File: config.mk
export PLATFORM = sky130hd
export DESIGN_NAME = mem_access_unit_flat
export DESIGN_NICKNAME = d
export VERILOG_FILES = /design/src/rtl/mem_access_unit_if.sv /design/src/rtl/mem_access_unit.sv /design/src/flat_wrapper.sv
export SDC_FILE = /design/constraint.sdc
export NUM_CORES = 1
export LEC_CHECK = 0
export CAP_MARGIN = 20
export CORE_MARGIN = 2
export CORE_UTILIZATION = 37
export CTS_CLUSTER_DIAMETER = 50
export CTS_CLUSTER_SIZE = 14
export DETAILED_ROUTE_END_ITERATION = 10
export HOLD_SLACK_MARGIN = 0.06
export PLACE_DENSITY = 0.83
export SYNTH_ARGS = -nofsm -noshare
export SYNTH_HDL_FRONTEND = slang
export SYNTH_SLANG_ARGS = --single-unit
File: constraint.sdc
create_clock -name CLK -period 1.7 [get_ports CLK]
set_clock_uncertainty 0.2 [all_clocks]
set_input_delay 0.255 -clock CLK [delete_from_list [all_inputs] [get_ports CLK]]
set_output_delay 0.255 -clock CLK [all_outputs]
set_load 0.05 [all_outputs]
File: src/rtl/mem_access_unit_if.sv
`default_nettype none
// ============================================================================
//  Module   : mem_access_unit_if
//  Purpose  : Bundles the pipeline request/response signals and the data
//             memory strobe/response signals of mem_access_unit.
//  Modports : master - the access unit (drives strobes, load data, stall)
//             slave  - pipeline plus data memory environment
//  Revision : 1.0 - initial release
// ============================================================================
interface mem_access_unit_if;
    // Pipeline side
    logic        REQ_READ;
    logic        REQ_WRITE;
    logic [2:0]  REQ_FUNCT3;
    logic [31:0] REQ_ADDRESS;
    logic [31:0] REQ_WRITEDATA;
    logic [31:0] LOAD_DATA;
    logic        STALL;
    logic        DONE;
    logic        MISALIGNED;
    // Data memory side
    logic        MEM_READ;
    logic        MEM_WRITE;
    logic [2:0]  MEM_FUNCT3;
    logic [31:0] MEM_ADDRESS;
    logic [31:0] MEM_WRITEDATA;
    logic [31:0] MEM_READDATA;
    logic        MEM_BUSYWAIT;

    modport master (
        input  REQ_READ, REQ_WRITE, REQ_FUNCT3, REQ_ADDRESS, REQ_WRITEDATA,
        input  MEM_READDATA, MEM_BUSYWAIT,
        output LOAD_DATA, STALL, DONE, MISALIGNED,
        output MEM_READ, MEM_WRITE, MEM_FUNCT3, MEM_ADDRESS, MEM_WRITEDATA
    );

    modport slave (
        output REQ_READ, REQ_WRITE, REQ_FUNCT3, REQ_ADDRESS, REQ_WRITEDATA,
        output MEM_READDATA, MEM_BUSYWAIT,
        input  LOAD_DATA, STALL, DONE, MISALIGNED,
        input  MEM_READ, MEM_WRITE, MEM_FUNCT3, MEM_ADDRESS, MEM_WRITEDATA
    );
endinterface
`default_nettype wire

File: src/rtl/mem_access_unit.sv
`default_nettype none
// ============================================================================
//  Module   : mem_access_unit
//  Purpose  : MEM-stage initiator for the RV32IM data memory. Latches a
//             load/store request, holds the memory strobe for MEM_LATENCY
//             cycles, formats load data and stalls the pipeline until done.
//  Ports    : CLK, RESET (sync, active-high)
//             bus (mem_access_unit_if.master): REQ_* from pipeline,
//             LOAD_DATA/STALL/DONE/MISALIGNED to pipeline, MEM_* to memory
//  Options  : MAU_MISALIGN_CHECK_EN - reject misaligned half/word accesses
//             (no strobe, MISALIGNED pulse with DONE). Undefined: MISALIGNED
//             is tied low and the raw address is used.
//  Revision : 1.0 - initial release
// ============================================================================
module mem_access_unit #(
    parameter int MEM_LATENCY = 6   // strobe hold cycles, 1..255
) (
    input  wire logic          CLK,
    input  wire logic          RESET,
    mem_access_unit_if.master  bus
);

    typedef enum logic [1:0] {
        S_IDLE    = 2'd0,
        S_ACCESS  = 2'd1,
        S_RELEASE = 2'd2,
        S_DONE    = 2'd3
    } state_t;

    localparam logic [7:0] c_COUNT_INIT = 8'(MEM_LATENCY - 1);

    state_t      r_state;
    state_t      w_state_next;
    logic [7:0]  r_count;
    logic        r_is_load;
    logic        r_mem_read;
    logic        r_mem_write;
    logic        r_done;
    logic        r_misaligned;
    logic [31:0] r_load_data;
    logic [2:0]  r_funct3;
    logic [31:0] r_address;
    logic [31:0] r_writedata;

    logic        w_req;
    logic        w_store_f3_ok;
    logic        w_misaligned;
    logic        w_skip;
    logic [7:0]  w_b0, w_b1, w_b2, w_b3;
    logic [31:0] w_load_fmt;

    // A simultaneous read+write request is a store.
    assign w_req         = bus.REQ_READ | bus.REQ_WRITE;
    assign w_store_f3_ok = (bus.REQ_FUNCT3 == 3'b000) || (bus.REQ_FUNCT3 == 3'b001) ||
                           (bus.REQ_FUNCT3 == 3'b010);

`ifdef MAU_MISALIGN_CHECK_EN
    logic w_half;
    logic w_word;
    // 101 is only a halfword for loads (LHU); for stores it is illegal anyway.
    assign w_half       = (bus.REQ_FUNCT3 == 3'b001) ||
                          (!bus.REQ_WRITE && (bus.REQ_FUNCT3 == 3'b101));
    assign w_word       = (bus.REQ_FUNCT3 == 3'b010);
    assign w_misaligned = (w_half && bus.REQ_ADDRESS[0]) ||
                          (w_word && (bus.REQ_ADDRESS[1:0] != 2'b00));
`else
    assign w_misaligned = 1'b0;
`endif

    // Requests that never touch memory go straight to DONE.
    assign w_skip = (bus.REQ_WRITE && !w_store_f3_ok) || w_misaligned;

    // Byte lanes: b0 is the byte at the address and the least significant.
    assign w_b0 = bus.MEM_READDATA[31:24];
    assign w_b1 = bus.MEM_READDATA[23:16];
    assign w_b2 = bus.MEM_READDATA[15:8];
    assign w_b3 = bus.MEM_READDATA[7:0];

    always_comb begin
        w_load_fmt = 32'd0;
        case (r_funct3)
            3'b000:  w_load_fmt = {{24{w_b0[7]}}, w_b0};
            3'b100:  w_load_fmt = {24'd0, w_b0};
            3'b001:  w_load_fmt = {{16{w_b1[7]}}, w_b1, w_b0};
            3'b101:  w_load_fmt = {16'd0, w_b1, w_b0};
            3'b010:  w_load_fmt = {w_b3, w_b2, w_b1, w_b0};
            default: w_load_fmt = 32'd0;
        endcase
    end

    always_comb begin
        w_state_next = r_state;
        case (r_state)
            S_IDLE:    if (w_req) w_state_next = w_skip ? S_DONE : S_ACCESS;
            S_ACCESS:  if (r_count == 8'd0) w_state_next = S_RELEASE;
            S_RELEASE: if (!bus.MEM_BUSYWAIT) w_state_next = S_DONE;
            S_DONE:    w_state_next = S_IDLE;
            default:   w_state_next = S_IDLE;
        endcase
    end

    always_ff @(posedge CLK) begin
        if (RESET) begin
            r_state      <= S_IDLE;
            r_count      <= 8'd0;
            r_is_load    <= 1'b0;
            r_mem_read   <= 1'b0;
            r_mem_write  <= 1'b0;
            r_done       <= 1'b0;
            r_misaligned <= 1'b0;
            r_load_data  <= 32'd0;
            r_funct3     <= 3'd0;
            r_address    <= 32'd0;
            r_writedata  <= 32'd0;
        end else begin
            r_state <= w_state_next;
            r_done  <= (w_state_next == S_DONE);
            case (r_state)
                S_IDLE: begin
                    if (w_req) begin
                        r_funct3    <= bus.REQ_FUNCT3;
                        r_address   <= bus.REQ_ADDRESS;
                        r_writedata <= bus.REQ_WRITEDATA;
                        r_is_load   <= !bus.REQ_WRITE;
                        r_count     <= c_COUNT_INIT;
                        if (w_skip) begin
                            r_misaligned <= w_misaligned;
                            if (w_misaligned) r_load_data <= 32'd0;
                        end else begin
                            r_mem_read  <= !bus.REQ_WRITE;
                            r_mem_write <= bus.REQ_WRITE;
                        end
                    end
                end
                S_ACCESS: begin
                    if (r_count == 8'd0) begin
                        r_mem_read  <= 1'b0;
                        r_mem_write <= 1'b0;
                        if (r_is_load) r_load_data <= w_load_fmt;
                    end else begin
                        r_count <= r_count - 8'd1;
                    end
                end
                S_DONE:  r_misaligned <= 1'b0;
                default: ;
            endcase
        end
    end

    assign bus.STALL = !RESET && (((r_state == S_IDLE) && w_req) ||
                                  (r_state == S_ACCESS) || (r_state == S_RELEASE));
    assign bus.LOAD_DATA     = r_load_data;
    assign bus.DONE          = r_done;
    assign bus.MISALIGNED    = r_misaligned;
    assign bus.MEM_READ      = r_mem_read;
    assign bus.MEM_WRITE     = r_mem_write;
    assign bus.MEM_FUNCT3    = r_funct3;
    assign bus.MEM_ADDRESS   = r_address;
    assign bus.MEM_WRITEDATA = r_writedata;

endmodule
`default_nettype wire

File: src/flat_wrapper.sv
// flat-port wrapper written by rule: the top's interface ports become plain ports
module mem_access_unit_flat 
#(
    parameter int MEM_LATENCY = 6                                
)
  (CLK, RESET, bus_REQ_READ, bus_REQ_WRITE, bus_REQ_FUNCT3, bus_REQ_ADDRESS, bus_REQ_WRITEDATA, bus_MEM_READDATA, bus_MEM_BUSYWAIT, bus_LOAD_DATA, bus_STALL, bus_DONE, bus_MISALIGNED, bus_MEM_READ, bus_MEM_WRITE, bus_MEM_FUNCT3, bus_MEM_ADDRESS, bus_MEM_WRITEDATA);
  mem_access_unit_if bus_i ();
  input  wire logic CLK;
  input  wire logic RESET;
  input wire logic [$bits(bus_i.REQ_READ)-1:0] bus_REQ_READ;
  input wire logic [$bits(bus_i.REQ_WRITE)-1:0] bus_REQ_WRITE;
  input wire logic [$bits(bus_i.REQ_FUNCT3)-1:0] bus_REQ_FUNCT3;
  input wire logic [$bits(bus_i.REQ_ADDRESS)-1:0] bus_REQ_ADDRESS;
  input wire logic [$bits(bus_i.REQ_WRITEDATA)-1:0] bus_REQ_WRITEDATA;
  input wire logic [$bits(bus_i.MEM_READDATA)-1:0] bus_MEM_READDATA;
  input wire logic [$bits(bus_i.MEM_BUSYWAIT)-1:0] bus_MEM_BUSYWAIT;
  output wire logic [$bits(bus_i.LOAD_DATA)-1:0] bus_LOAD_DATA;
  output wire logic [$bits(bus_i.STALL)-1:0] bus_STALL;
  output wire logic [$bits(bus_i.DONE)-1:0] bus_DONE;
  output wire logic [$bits(bus_i.MISALIGNED)-1:0] bus_MISALIGNED;
  output wire logic [$bits(bus_i.MEM_READ)-1:0] bus_MEM_READ;
  output wire logic [$bits(bus_i.MEM_WRITE)-1:0] bus_MEM_WRITE;
  output wire logic [$bits(bus_i.MEM_FUNCT3)-1:0] bus_MEM_FUNCT3;
  output wire logic [$bits(bus_i.MEM_ADDRESS)-1:0] bus_MEM_ADDRESS;
  output wire logic [$bits(bus_i.MEM_WRITEDATA)-1:0] bus_MEM_WRITEDATA;
  assign bus_i.REQ_READ = bus_REQ_READ;
  assign bus_i.REQ_WRITE = bus_REQ_WRITE;
  assign bus_i.REQ_FUNCT3 = bus_REQ_FUNCT3;
  assign bus_i.REQ_ADDRESS = bus_REQ_ADDRESS;
  assign bus_i.REQ_WRITEDATA = bus_REQ_WRITEDATA;
  assign bus_i.MEM_READDATA = bus_MEM_READDATA;
  assign bus_i.MEM_BUSYWAIT = bus_MEM_BUSYWAIT;
  assign bus_LOAD_DATA = bus_i.LOAD_DATA;
  assign bus_STALL = bus_i.STALL;
  assign bus_DONE = bus_i.DONE;
  assign bus_MISALIGNED = bus_i.MISALIGNED;
  assign bus_MEM_READ = bus_i.MEM_READ;
  assign bus_MEM_WRITE = bus_i.MEM_WRITE;
  assign bus_MEM_FUNCT3 = bus_i.MEM_FUNCT3;
  assign bus_MEM_ADDRESS = bus_i.MEM_ADDRESS;
  assign bus_MEM_WRITEDATA = bus_i.MEM_WRITEDATA;
  mem_access_unit #(.MEM_LATENCY(MEM_LATENCY)) u_core (.CLK(CLK), .RESET(RESET), .bus(bus_i));
endmodule
==> metrics, run 1 <==
Post-synth EDFFs 0; Design Power 11.97 mW; number of diodes 0; hold path cells 3; gr usage total 21.36%; core box area 11960 um^2; total grt overflow 0; most common cell in the netlist nand2_1; Hold Fails Final Rpt 0; Reg2Reg Depth 8; R2R setup slack -0.1 ns; via density per instance 5.301; Final Slew Violations 0; Reg-to-Reg Start u_core.r_count[1]$_SDFFE_PP0P_; Hold Startpoint bus_REQ_WRITE; Critical Path RT 1.78 ns; Core Rows 40; synthesized area per cell 8.173 um^2; Hold WS 0.1223 ns; sequential area share after synthesis 50.24%; first-pass GRT wire length 21980 um; DP HPWL 9698 um; FMAX 556.2 MHz; H-tree depth 4; failing checks setup timing; minimum clock period 1.798 ns; net count after synthesis 657; Hold EP u_core.r_is_load$_SDFFE_PP0P_; Routability Congestion 0.8689; register share of total power 27.9%; I/O Pins 208; main flop type after synthesis dfxtp_1; Max Fanout on Critical Path 8; final worst-path cycle share 105.8%; Setup violations, final 29; Peak VDD IR 836.8 uV; die area 13070 um^2; antenna violations before repair 0; Fill cells 840; Worst-path clk slew 0.05 ns; startpoint types register; CP max stage cell dfxtp_2; Vias 5036; leakage power 3.324 nW; # clock sinks 113; worst slew pin tran 0.5475 ns; P_int 7.634 mW; CTS root buffer clkbuf_16; Die Span X 114.3 um; clock network fraction of total power 30.7%; largest net degree at the start of global routing 62; nets 896; clock tree buffer depth 2; worst hold path class primary input to register; Antenna Nets Post-Route 0; flops & latches, synth 113; top cell type's share of synthesized area 50.24%; Port Buffers 206; top post-synthesis cells by area dfxtp_1, nand2_1, a21oi_1; drt total wl 15630 um; Synth async-reset ratio 0%; area leader, netlist dfxtp_1; part of the power in combinational logic 41.4%; layout overhead on the synthesized area 83.80%; r2r endpoint u_core.bus.LOAD_DATA[8]$_SDFFE_PP0P_; CP peak stage delay 0.33 ns; drc violations 0; Chip Height 114.3 um; max-cap viol count 0; critical path arrival 1.87 ns; Yosys Warn Count 0; wire length per cell 16.46 um; Worst-Skew Late Latency 0.41 ns; First DRT Iteration DRCs 358; layout cell share with drive strength beyond 1 35.24%; setup ws final -0.09796 ns; TNS Setup -0.9018 ns; Worst slew margin 63.43%; kind of critical path register to register; Initial Util 37.65%; Switch Pwr 4.341 mW; Pre-antenna DRT Iters 5; sw frac 36.25%; Worst setup EP type register; total CTS buffers 17; Synth cell types 43; vias in the first global route 4745; status finished with violations; RSZ-0062 raised after global routing yes; CTS tree done; Synth top cells by count nand2_1, dfxtp_1, a21oi_1; Cell Pwr Density 1447 nW/um^2; synthesized instance count 551; Post-Syn Area 4503 um^2; CP cell instances inv_2 -> ha_4 -> nor3b_4 -> nand4_1 -> buf_6 -> clkbuf_16 -> a22oi_2 -> nor2_1
power by group through the flow:
stage	Sequential [mW]	Combinational (mW)	Clock [mW]
6_report	3.34	4.95	3.68
3_3_place_gp	3.36	3.95	0
2_1_floorplan	4.37	1.48	0
5_1_grt	3.38	5.21	3.86
3_5_place_dp	3.38	4.04	0
4_1_cts	3.33	4.19	3.76
layout make-up:
| type | count | area, um^2 | share of cell area (%) |
|---|---|---|---|
| inverter | 4 | 15.01 | 0.1814 |
| timing repair buffer | 263 | 2861 | 34.57 |
| clock inverter | 9 | 126.4 | 1.527 |
| multi-input combinational | 391 | 2316 | 27.98 |
| clock buffer | 23 | 498.0 | 6.017 |
| tap | 147 | 183.9 | 2.222 |
| sequential | 113 | 2276 | 27.50 |
cell families (layout without fill, tap and decap cells):
group                      after synthesis  count (layout)  share of synthesized area [%]
other                                    1               1                        0.08328
buffers and inverters                   48             299                          5.029
AOI/OAI and AO/OA                      141             141                          18.73
DFF                                    113             113                          50.24
xor gates and xnor gates                 1               1                         0.1945
muxes                                   14              14                          3.140
adders and majority gates                2               2                         0.5556
and+or+nand+nor                        231             232                          22.03
flip-flops by register name (all words and copies together) (netlist names):
| name | flops |
|---|---|
| u_core.bus.DONE | 1 |
| u_core.r_is_load | 1 |
| u_core.bus.MEM_WRITE | 1 |
| u_core.bus.MEM_WRITEDATA | 32 |
| u_core.bus.LOAD_DATA | 32 |
| u_core.bus.MEM_ADDRESS | 32 |
| u_core.bus.MEM_READ | 1 |
| u_core.r_count | 8 |
| u_core.bus.MEM_FUNCT3 | 3 |
| u_core.r_state | 2 |
per-layer routing:
metal | global-route usage, % | share of wire (%) | vias to the layer above | routed length [um]
met5 | 0 | 0 | - | 0
met1 | 22.95 | 38 | 2371 | 5917
met4 | 11.87 | 3.1 | 0 | 490
met2 | 36.59 | 51 | 279 | 7938
li1 | - | - | 2333 | -
met3 | 7.570 | 8.2 | 53 | 1287
how the worst max path moves through the flow:
stage | from | to | slack [ns] | cells past startpoint
3_5_place_dp | bus_REQ_WRITE | u_core.bus.MEM_ADDRESS[24]$_SDFFE_PP0P_ | -0.27 | 6
3_3_place_gp | bus_REQ_WRITE | u_core.bus.MEM_ADDRESS[21]$_SDFFE_PP0P_ | -0.23 | 6
2_1_floorplan | u_core.r_count[1]$_SDFFE_PP0P_ | u_core.bus.LOAD_DATA[12]$_SDFFE_PP0P_ | -0.02 | 7
5_1_grt | u_core.r_count[1]$_SDFFE_PP0P_ | u_core.bus.LOAD_DATA[8]$_SDFFE_PP0P_ | -0.14 | 8
6_report | u_core.r_count[1]$_SDFFE_PP0P_ | u_core.bus.LOAD_DATA[8]$_SDFFE_PP0P_ | -0.1 | 8
4_1_cts | u_core.r_state[0]$_SDFF_PP0_ | bus_STALL | -0.08 | 4
through the flow:
stage	cells	setup slack (ns)	utilization [%]	area (um^2)
final	950	-0.09796	69.19	8277
after global placement	889	-0.2325	58.92	7048
after detailed placement	889	-0.2714	58.92	7048
after floorplan	551	-0.02452	-	4631
after global routing	950	-0.1442	69.19	8277
after CTS	934	-0.07521	65.45	7829
repair_timing:
item / CTS / global route
hold buffers: 2 / 0
setup endpoints to repair: 3 / 94
resized for setup: 15 / 57
endpoints found under the hold margin: 11 / 0
pin swaps: 6 / 15
cloned: 1 / 10
buffers inserted: 10 / 6
worst max-delay path, delay by kind of cell, from the launching register on:
kind	cells	cell delay, ns
flip-flops	1	0.33
AND/OR/NAND/NOR	3	0.39
adder cells (fa/ha/maj)	1	0.15
AO/OA/AOI/OAI	1	0.17
buffers and inverters	3	0.42
layout by cell type, fill, tap and decap left out, types with 18 or more instances in the layout:
cell,Yosys,routed
a21oi_1,91,60
a21oi_2,2,33
buf_12,0,37
buf_4,3,105
clkbuf_16,0,23
clkdlybuf4s50_1,0,100
dfxtp_1,113,106
nand2_1,172,153
nand2_2,0,18
nor2_1,24,24
Note: power is estimated with default switching activity, not from simulation.
==> run 2: changes to the inputs <==
==> constraint.sdc (replaced) <==
create_clock -name CLK -period 1.7 [get_ports CLK]
set_clock_uncertainty 0.2 [all_clocks]
set_input_delay 0.255 -clock CLK [delete_from_list [all_inputs] [get_ports CLK]]
set_output_delay 0.255 -clock CLK [all_outputs]
set_load 0.02 [all_outputs]
==> metrics, run 2 (same netlist as run 1, synthesis figures left out) <==
status finished with violations; failing checks setup timing; die area 13070 um^2; worst hold path class primary input to register; most common cell after layout, fill and taps aside nand2_1; part of the power in combinational logic 34.0%; register share of total power 32.1%; Critical Path RT 1.24 ns; vias in the first global route 4743; I/O Pins 208; Final Slew Violations 0; Peak VDD IR 799.8 uV; max-cap viol count 0; drt total wl 14540 um; number of diodes 0; CP max stage cell dfxtp_4; TNS Setup -0.1886 ns; pre-CTS setup slack -0.5160 ns; First DRT Iteration DRCs 304; core box area 11960 um^2; # clock sinks 113; Max Fanout on Critical Path 4; critical path arrival 1.31 ns; kind of critical path register to output port; Worst-Skew Late Latency 0.40 ns; gr usage total 21.40%; final core utilization 64.55%; leakage power 3.389 nW; clock network fraction of total power 33.9%; total grt overflow 0; Hold WS 0.02286 ns; P_int 6.925 mW; H-tree depth 4; layout overhead on the synthesized area 71.46%; Pre-antenna DRT Iters 5; Cell Pwr Density 1333 nW/um^2; Chip Height 114.3 um; fin cells 939; wire length per cell 15.49 um; Core Rows 40; DP Area 6938 um^2; Top Family by Delay on Critical Path flip-flops; setup ws final -0.06479 ns; nets 886; Critical path buffers and inverters 2; Initial Util 37.65%; Routability Congestion 0.7891; CP cell instances buf_4 -> o31a_1 -> buf_2; RSZ-0062 raised after global routing yes; Die Span X 114.3 um; total CTS buffers 17; Placed Instances 891; sw frac 32.69%; via density per instance 5.028; drc violations 0; largest net degree at the start of global routing 45; layout cell share with drive strength beyond 1 17.55%; minimum clock period 1.765 ns; Worst-path clk slew 0.05 ns; final worst-path cycle share 103.8%; startpoint types register; FMAX 566.6 MHz; Hold Fails Final Rpt 0; CP peak stage delay 0.35 ns; clock tree buffer depth 2; Vias 4721; first-pass GRT wire length 22150 um; Setup violations, final 13; DP HPWL 9684 um; Design Power 10.29 mW; Antenna Nets Post-Route 0; final non-filler cell area 7721 um^2; CTS tree done; commonest non-fill, non-tap cells in the layout nand2_1, dfxtp_1, dlygate4sd2_1, clkdlybuf4s50_1, a21oi_1; CTS root buffer clkbuf_16; Port Buffers 206; Worst setup EP type output port; antenna violations before repair 0; Switch Pwr 3.364 mW
run 2: metal layers:
layer	wire, um	vias up	track usage (%)
li1	-	2310	-
met1	5788	2192	23.36
met2	7325	197	37.06
met3	1138	22	7.941
met4	291	0	9.593
met5	0	-	0
run 2: power groups by stage:
stage	registers, mW	clock network [mW]	logic [mW]
floorplan	3.68	0	1.47
global placement	3.31	0	3.21
detailed placement	3.34	0	3.31
CTS	3.29	3.55	3.27
global route	3.35	3.68	3.79
finish	3.31	3.49	3.50
run 2: area by class of cell:
type,instances,area [um^2]
well taps,147,183.9
fillers,938,4240
clock buffers,21,480.5
flip-flops and latches,113,2272
multi-input cells,391,2210
clock inverters,10,108.9
repair buffers,253,2451
inverters,4,15.01
run 2: path summary, 6_finish.rpt:
kind / cells past startpoint / start / slack (ns) / end
max: 3 / u_core.r_state[1]$_SDFF_PP0_ / -0.06 / bus_STALL
min: 3 / bus_REQ_WRITE / 0.02 / u_core.r_is_load$_SDFFE_PP0P_
max reg2reg: 8 / u_core.r_count[0]$_SDFFE_PP0P_ / -0.02 / u_core.bus.LOAD_DATA[2]$_SDFFE_PP0P_
min reg2reg: 2 / u_core.bus.MEM_WRITEDATA[8]$_SDFFE_PP0P_ / 0.25 / u_core.bus.MEM_WRITEDATA[8]$_SDFFE_PP0P_
run 2: repair_timing:
action / CTS / global route
endpoints found under the setup margin: 186 / 96
resized for setup: 124 / 25
endpoints found under the hold margin: 0 / 0
hold buffers: 0 / 0
cloned: 3 / 3
buffers inserted: 7 / 5
pin swaps: 5 / 6
run 2: tightest hold or removal path, stage by stage:
cell            delay, ns
dlymetal6s2s_1       0.11
buf_4                0.14
a211oi_1             0.06
